File: config.mk
export PLATFORM = sky130hd
export DESIGN_NAME = mux_2to1_arbiter
export DESIGN_NICKNAME = d
export VERILOG_FILES = /design/src/rtl/mux_arb_pkg.sv /design/src/rtl/mux_arb_grant.sv /design/src/rtl/mux_2to1_arbiter.sv
export SDC_FILE = /design/constraint.sdc
export NUM_CORES = 1
export LEC_CHECK = 0
export ABC_CLOCK_PERIOD_IN_PS = 5530
export CAP_MARGIN = 30
export CORE_MARGIN = 1
export CORE_UTILIZATION = 44
export DETAILED_ROUTE_END_ITERATION = 6
export PLACE_DENSITY_LB_ADDON = 0.15
export REMOVE_ABC_BUFFERS = 1
export SLEW_MARGIN = 20
export SYNTH_ARGS = -nofsm -noshare
export SYNTH_HDL_FRONTEND = slang
export SYNTH_SLANG_ARGS = --single-unit
File: constraint.sdc
create_clock -name CLK -period 5.53 [get_ports CLK]
set_input_delay 1.3825 -clock CLK [delete_from_list [all_inputs] [get_ports CLK]]
set_output_delay 1.3825 -clock CLK [all_outputs]
set_load 0.005 [all_outputs]
File: src/rtl/mux_arb_pkg.sv
// Shared types and constants for the two-requester round-robin mux arbiter.
package mux_arb_pkg;

    // Width of the burst counter; wide enough for a burst limit of up to 15.
    localparam int CNT_W = 4;

    // Select values exported on SEL.
    localparam logic SEL_IN1 = 1'b0;
    localparam logic SEL_IN2 = 1'b1;

    // IDLE: no recent grant. GNTx: the word most recently accepted came from x.
    typedef enum logic [1:0] {
        IDLE = 2'd0,
        GNT1 = 2'd1,
        GNT2 = 2'd2
    } state_t;

    // Increment that sticks at the given ceiling.
    function automatic logic [CNT_W-1:0] sat_inc(input logic [CNT_W-1:0] c,
                                                 input logic [CNT_W-1:0] ceil_v);
        return (c >= ceil_v) ? ceil_v : c + {{(CNT_W-1){1'b0}}, 1'b1};
    endfunction

endpackage

File: src/rtl/mux_arb_grant.sv
// Combinational grant decision for the mux arbiter. Grants depend only on the
// requester VALIDs, the registered FSM state/burst count and whether the
// output register can take a word this cycle.
module mux_arb_grant
    import mux_arb_pkg::*;
#(
    parameter int MAX_BURST = 4
) (
    input  logic             i_valid1,
    input  logic             i_valid2,
    input  state_t           i_state,
    input  logic [CNT_W-1:0] i_count,
    input  logic             i_free,
    output logic             o_grant1,
    output logic             o_grant2
);

    localparam logic [CNT_W-1:0] MAX_CNT = CNT_W'(MAX_BURST);

    logic w_limit;
    assign w_limit = (i_count >= MAX_CNT);

    // Pick at most one requester: lone requester wins, contention goes to the
    // sticky owner until its burst budget is spent, IN1 wins from idle.
    always_comb begin
        o_grant1 = 1'b0;
        o_grant2 = 1'b0;
        if (i_free) begin
            if (i_valid1 && !i_valid2) begin
                o_grant1 = 1'b1;
            end else if (i_valid2 && !i_valid1) begin
                o_grant2 = 1'b1;
            end else if (i_valid1 && i_valid2) begin
                case (i_state)
                    GNT1:    if (w_limit) o_grant2 = 1'b1; else o_grant1 = 1'b1;
                    GNT2:    if (w_limit) o_grant1 = 1'b1; else o_grant2 = 1'b1;
                    default: o_grant1 = 1'b1;
                endcase
            end
        end
    end

endmodule

File: src/rtl/mux_2to1_arbiter.sv
// Round-robin 2:1 mux arbiter with sticky, burst-limited grants feeding a
// single registered valid/ready output stage.
// Optional MUX_ARB_STATS_EN adds saturating per-requester accept counters
// on GNT1_CNT / GNT2_CNT.
module mux_2to1_arbiter
    import mux_arb_pkg::*;
#(
    parameter int WIDTH     = 8,
    parameter int MAX_BURST = 4
) (
    input  logic             CLK,
    input  logic             RST,
    input  logic             IN1_VALID,
    input  logic [WIDTH-1:0] IN1,
    output logic             IN1_READY,
    input  logic             IN2_VALID,
    input  logic [WIDTH-1:0] IN2,
    output logic             IN2_READY,
    output logic             OUT_VALID,
    output logic [WIDTH-1:0] OUT,
    input  logic             OUT_READY,
    output logic             SEL,
    output logic             BUSY
`ifdef MUX_ARB_STATS_EN
    ,
    output logic [15:0]      GNT1_CNT,
    output logic [15:0]      GNT2_CNT
`endif
);

    state_t           r_state, w_state_next;
    logic [CNT_W-1:0] r_count, w_count_next;
    logic [WIDTH-1:0] r_out, w_out_next;
    logic             r_sel, w_sel_next;
    logic             r_out_valid, w_out_valid_next;

    logic w_free;
    logic w_grant1, w_grant2;
    logic w_acc1, w_acc2;

    // Output register can take a word; nothing is accepted while in reset.
    assign w_free = (!r_out_valid || OUT_READY) && !RST;

    mux_arb_grant #(
        .MAX_BURST (MAX_BURST)
    ) u_grant (
        .i_valid1 (IN1_VALID),
        .i_valid2 (IN2_VALID),
        .i_state  (r_state),
        .i_count  (r_count),
        .i_free   (w_free),
        .o_grant1 (w_grant1),
        .o_grant2 (w_grant2)
    );

    assign IN1_READY = w_grant1;
    assign IN2_READY = w_grant2;
    assign w_acc1    = w_grant1 && IN1_VALID;
    assign w_acc2    = w_grant2 && IN2_VALID;

    assign OUT_VALID = r_out_valid;
    assign OUT       = r_out;
    assign SEL       = r_sel;
    assign BUSY      = r_out_valid || IN1_VALID || IN2_VALID;

    // Next state: load on accept, fall back to idle when free with nothing
    // accepted, and hold everything while the downstream stalls.
    always_comb begin
        w_state_next     = r_state;
        w_count_next     = r_count;
        w_out_next       = r_out;
        w_sel_next       = r_sel;
        w_out_valid_next = r_out_valid;
        if (w_free) begin
            if (w_acc1 || w_acc2) begin
                w_out_next       = w_acc2 ? IN2 : IN1;
                w_sel_next       = w_acc2 ? SEL_IN2 : SEL_IN1;
                w_out_valid_next = 1'b1;
                w_state_next     = w_acc2 ? GNT2 : GNT1;
                w_count_next     = (w_state_next == r_state)
                                 ? sat_inc(r_count, CNT_W'(MAX_BURST))
                                 : {{(CNT_W-1){1'b0}}, 1'b1};
            end else begin
                w_out_valid_next = 1'b0;
                w_state_next     = IDLE;
                w_count_next     = '0;
            end
        end
    end

    // State and output register; reset drops any held word.
    always_ff @(posedge CLK) begin
        if (RST) begin
            r_state     <= IDLE;
            r_count     <= '0;
            r_out       <= '0;
            r_sel       <= SEL_IN1;
            r_out_valid <= 1'b0;
        end else begin
            r_state     <= w_state_next;
            r_count     <= w_count_next;
            r_out       <= w_out_next;
            r_sel       <= w_sel_next;
            r_out_valid <= w_out_valid_next;
        end
    end

`ifdef MUX_ARB_STATS_EN
    logic [15:0] r_gnt_cnt [2];
    logic        w_acc [2];

    assign w_acc[0] = w_acc1;
    assign w_acc[1] = w_acc2;
    assign GNT1_CNT = r_gnt_cnt[0];
    assign GNT2_CNT = r_gnt_cnt[1];

    generate
        for (genvar gi = 0; gi < 2; gi++) begin : g_stats
            // Saturating accept counter for one requester.
            always_ff @(posedge CLK) begin
                if (RST) begin
                    r_gnt_cnt[gi] <= '0;
                end else if (w_acc[gi] && r_gnt_cnt[gi] != 16'hFFFF) begin
                    r_gnt_cnt[gi] <= r_gnt_cnt[gi] + 16'd1;
                end
            end
        end
    endgenerate
`endif

endmodule

==> impl_metrics.ini <==
[timing]
hold_slack_ns = 0.482
min_period_ns = 4.63
setup_viol = 0
skew_ns = 0.00541
setup_ws_ns = 0.905
timing.final.hold_violations = 0
maxSlewViolCount = 0
rsz0062_at_grt = no
fin_crit_sh_pct = 83.6
worstMarginPinSlew_ns = 0.336
fmax_mhz = 216
fin_tns_setup_ns = 0
relSlewSlack_pct = 77.3

[floorplan]
die_width_um = 45.0
die_h_um = 45.0
rows = 15
die_area_um2 = 2020
start_util_pct = 47.0
io_pins = 34
fp.coreArea_um2 = 1730

[min_path]
min_from = SEL
hp-class = flop to flop

[power_and_ir_drop]
p_per_area_nw_per_um2 = 208
leakage_nw = 0.449
ir_drop_uv = 170

[worst_setup_path]
worst-endpoint-required_ns = 4.15
arrival_ns = 3.24
reg2reg_from = r_state[0]
startpoint = OUT_READY
cp-end-kind = primary output
path_max_fanout = 22
critPathKind = input pin to primary output
startpoint_type = input pin

[yosys]
syn_area_per_cell_um2 = 9.23
ys_dominant_reg_cell = dfxtp_1
post-synth-top-count-cell = dfxtp_1
yosysTopAreaCellShare_pct = 39.4
synthArstFlopShare_pct = 0
synthTopCellsByArea = dfxtp_1, mux2i_1, a211oi_1
synth_top_area_cell = dfxtp_1
synthTopCellsByCount = dfxtp_1, nor2_1, a211oi_1, mux2i_1, inv_1
synth_warnings = 0
synth.yosys.seq_area_share_pct = 39.4
synth.distinct_cells = 30
synth_edf_count = 0
syn_inst = 88
netlist_area_um2 = 812
ys_ff_latch = 16

[placement]
portBuffers = 33
dpl.hpwl_um = 1320
pre_cts_ws_ns = 0.934
gp_congestion = 0.885

[global_routing]
antenna_found_initial = 0
overflow = 0
grt_pass1_vias = 712
grt_max_degree = 23
grt_first_pass_wirelength_um = 2930
grtUsageTotal_pct = 20.7

[finish]
layout.nets = 147
antenna_cells = 0
fin_util_pct = 67.9
syn2layout_area_growth_pct = 44.4
fillers = 148
drive_gt1_share_pct = 9.92

[routing]
vias = 768
via_per_inst = 5.26
dr.pass1.iters = 4
wl_per_cell_um = 12.7
drc = 0
routed_wl_um = 1860
ant_nets = 0
drtIter0Drc = 13

[clock_network]
cts_resized = 0
cts_setup_buffers = 0
cts_tree = built
cts.clk_slew.worst_paths_ns = 0.09
cts_buffer_depth = 2
htree_levels = 1
cts.sink_count = 16
cts_hold_buf = 0
cts_made_buffers = 3
clk_latency_ns = 0.29
root_buffer = clkbuf_4

[outcome]
status = finished, final reports clean

[job]
max_cap_viol_count = 0
registers in the layout, summed over array words and instances (netlist names):
signal and cells:
r_count 4, OUT_VALID 1, SEL 1, OUT 8, r_state 2
final cells by class:
cell class / count / area (um2) / area share, %
Clock buffer: 3 / 22.5 / 1.92
Inverter: 5 / 18.8 / 1.60
Multi-Input combinational cell: 61 / 427 / 36.4
Sequential cell: 16 / 320 / 27.3
Tap cell: 25 / 31.3 / 2.67
Timing Repair Buffer: 36 / 353 / 30.1
final timing paths:
path / slack (ns) / to / cells after the start
min: 0.48 / SEL / 2
max reg2reg: 3.39 / r_count[0] / 9
max: 0.90 / IN2_READY / 7
min reg2reg: 0.48 / SEL / 2
cells by family (layout without fill, tap and decap cells):
logic type / after synthesis / after routing / share of synthesized area, %
buffers and inverters: 11 / 44 / 8.01
flip-flops: 16 / 16 / 39.4
AND/OR/NAND/NOR: 28 / 28 / 17.0
AO/OA/AOI/OAI: 20 / 20 / 17.9
adder cells (fa/ha/maj): 3 / 3 / 4.62
multiplexers: 10 / 10 / 13.1
stage by stage:
| stage | power [mW] | instance area (um2) | instances |
|---|---|---|---|
| final | 0.244 | 1170 | 146 |
| after floorplan | 0.150 | 766 | 82 |
| after CTS | 0.247 | 1170 | 146 |
| after detailed placement | 0.186 | 1150 | 143 |
| after global placement | 0.185 | 1150 | 143 |
| after global routing | 0.257 | 1170 | 146 |
worst max-delay path, cell delays in order:
cell and delay (ns):
clkdlybuf4s50_1 0.48, and2b_1 0.25, nor2_1 0.15, nand3_1 0.10, buf_4 0.22, inv_1 0.14, clkdlybuf4s50_1 0.52
routing by layer:
layer  up-vias  part of all wire, %  global-route usage, %
li1        387                    -                      -
met3         5                  6.1                   6.80
met4         0                  2.5                   12.7
met1       354                   45                   23.8
met5         -                    0                      0
met2        22                   47                   33.0
power breakdown:
group	switching (mW)	internal (mW)	total, mW
clock	0.0356	0.0253	0.0610
combinational	0.0204	0.0363	0.0567
sequential	0.00432	0.122	0.127
total	0.0604	0.184	0.244
layout by cell type, fill, tap and decap left out, types with 2 or more instances in the layout:
master           netlist  layout
inv_1                  5       5
mux2i_1                8       8
clkbuf_4               0       3
ha_1                   3       3
nand4_1                2       2
buf_4                  0       3
o21ai_0                2       2
a211oi_1               8       8
clkdlybuf4s50_1        0      33
a21oi_1                3       3
nand2b_1               2       2
dfxtp_1               16      16
nand3_1                2       2
nand2_1                3       3
nor2_1                13      13
Note: power is estimated with default switching activity, not from simulation.
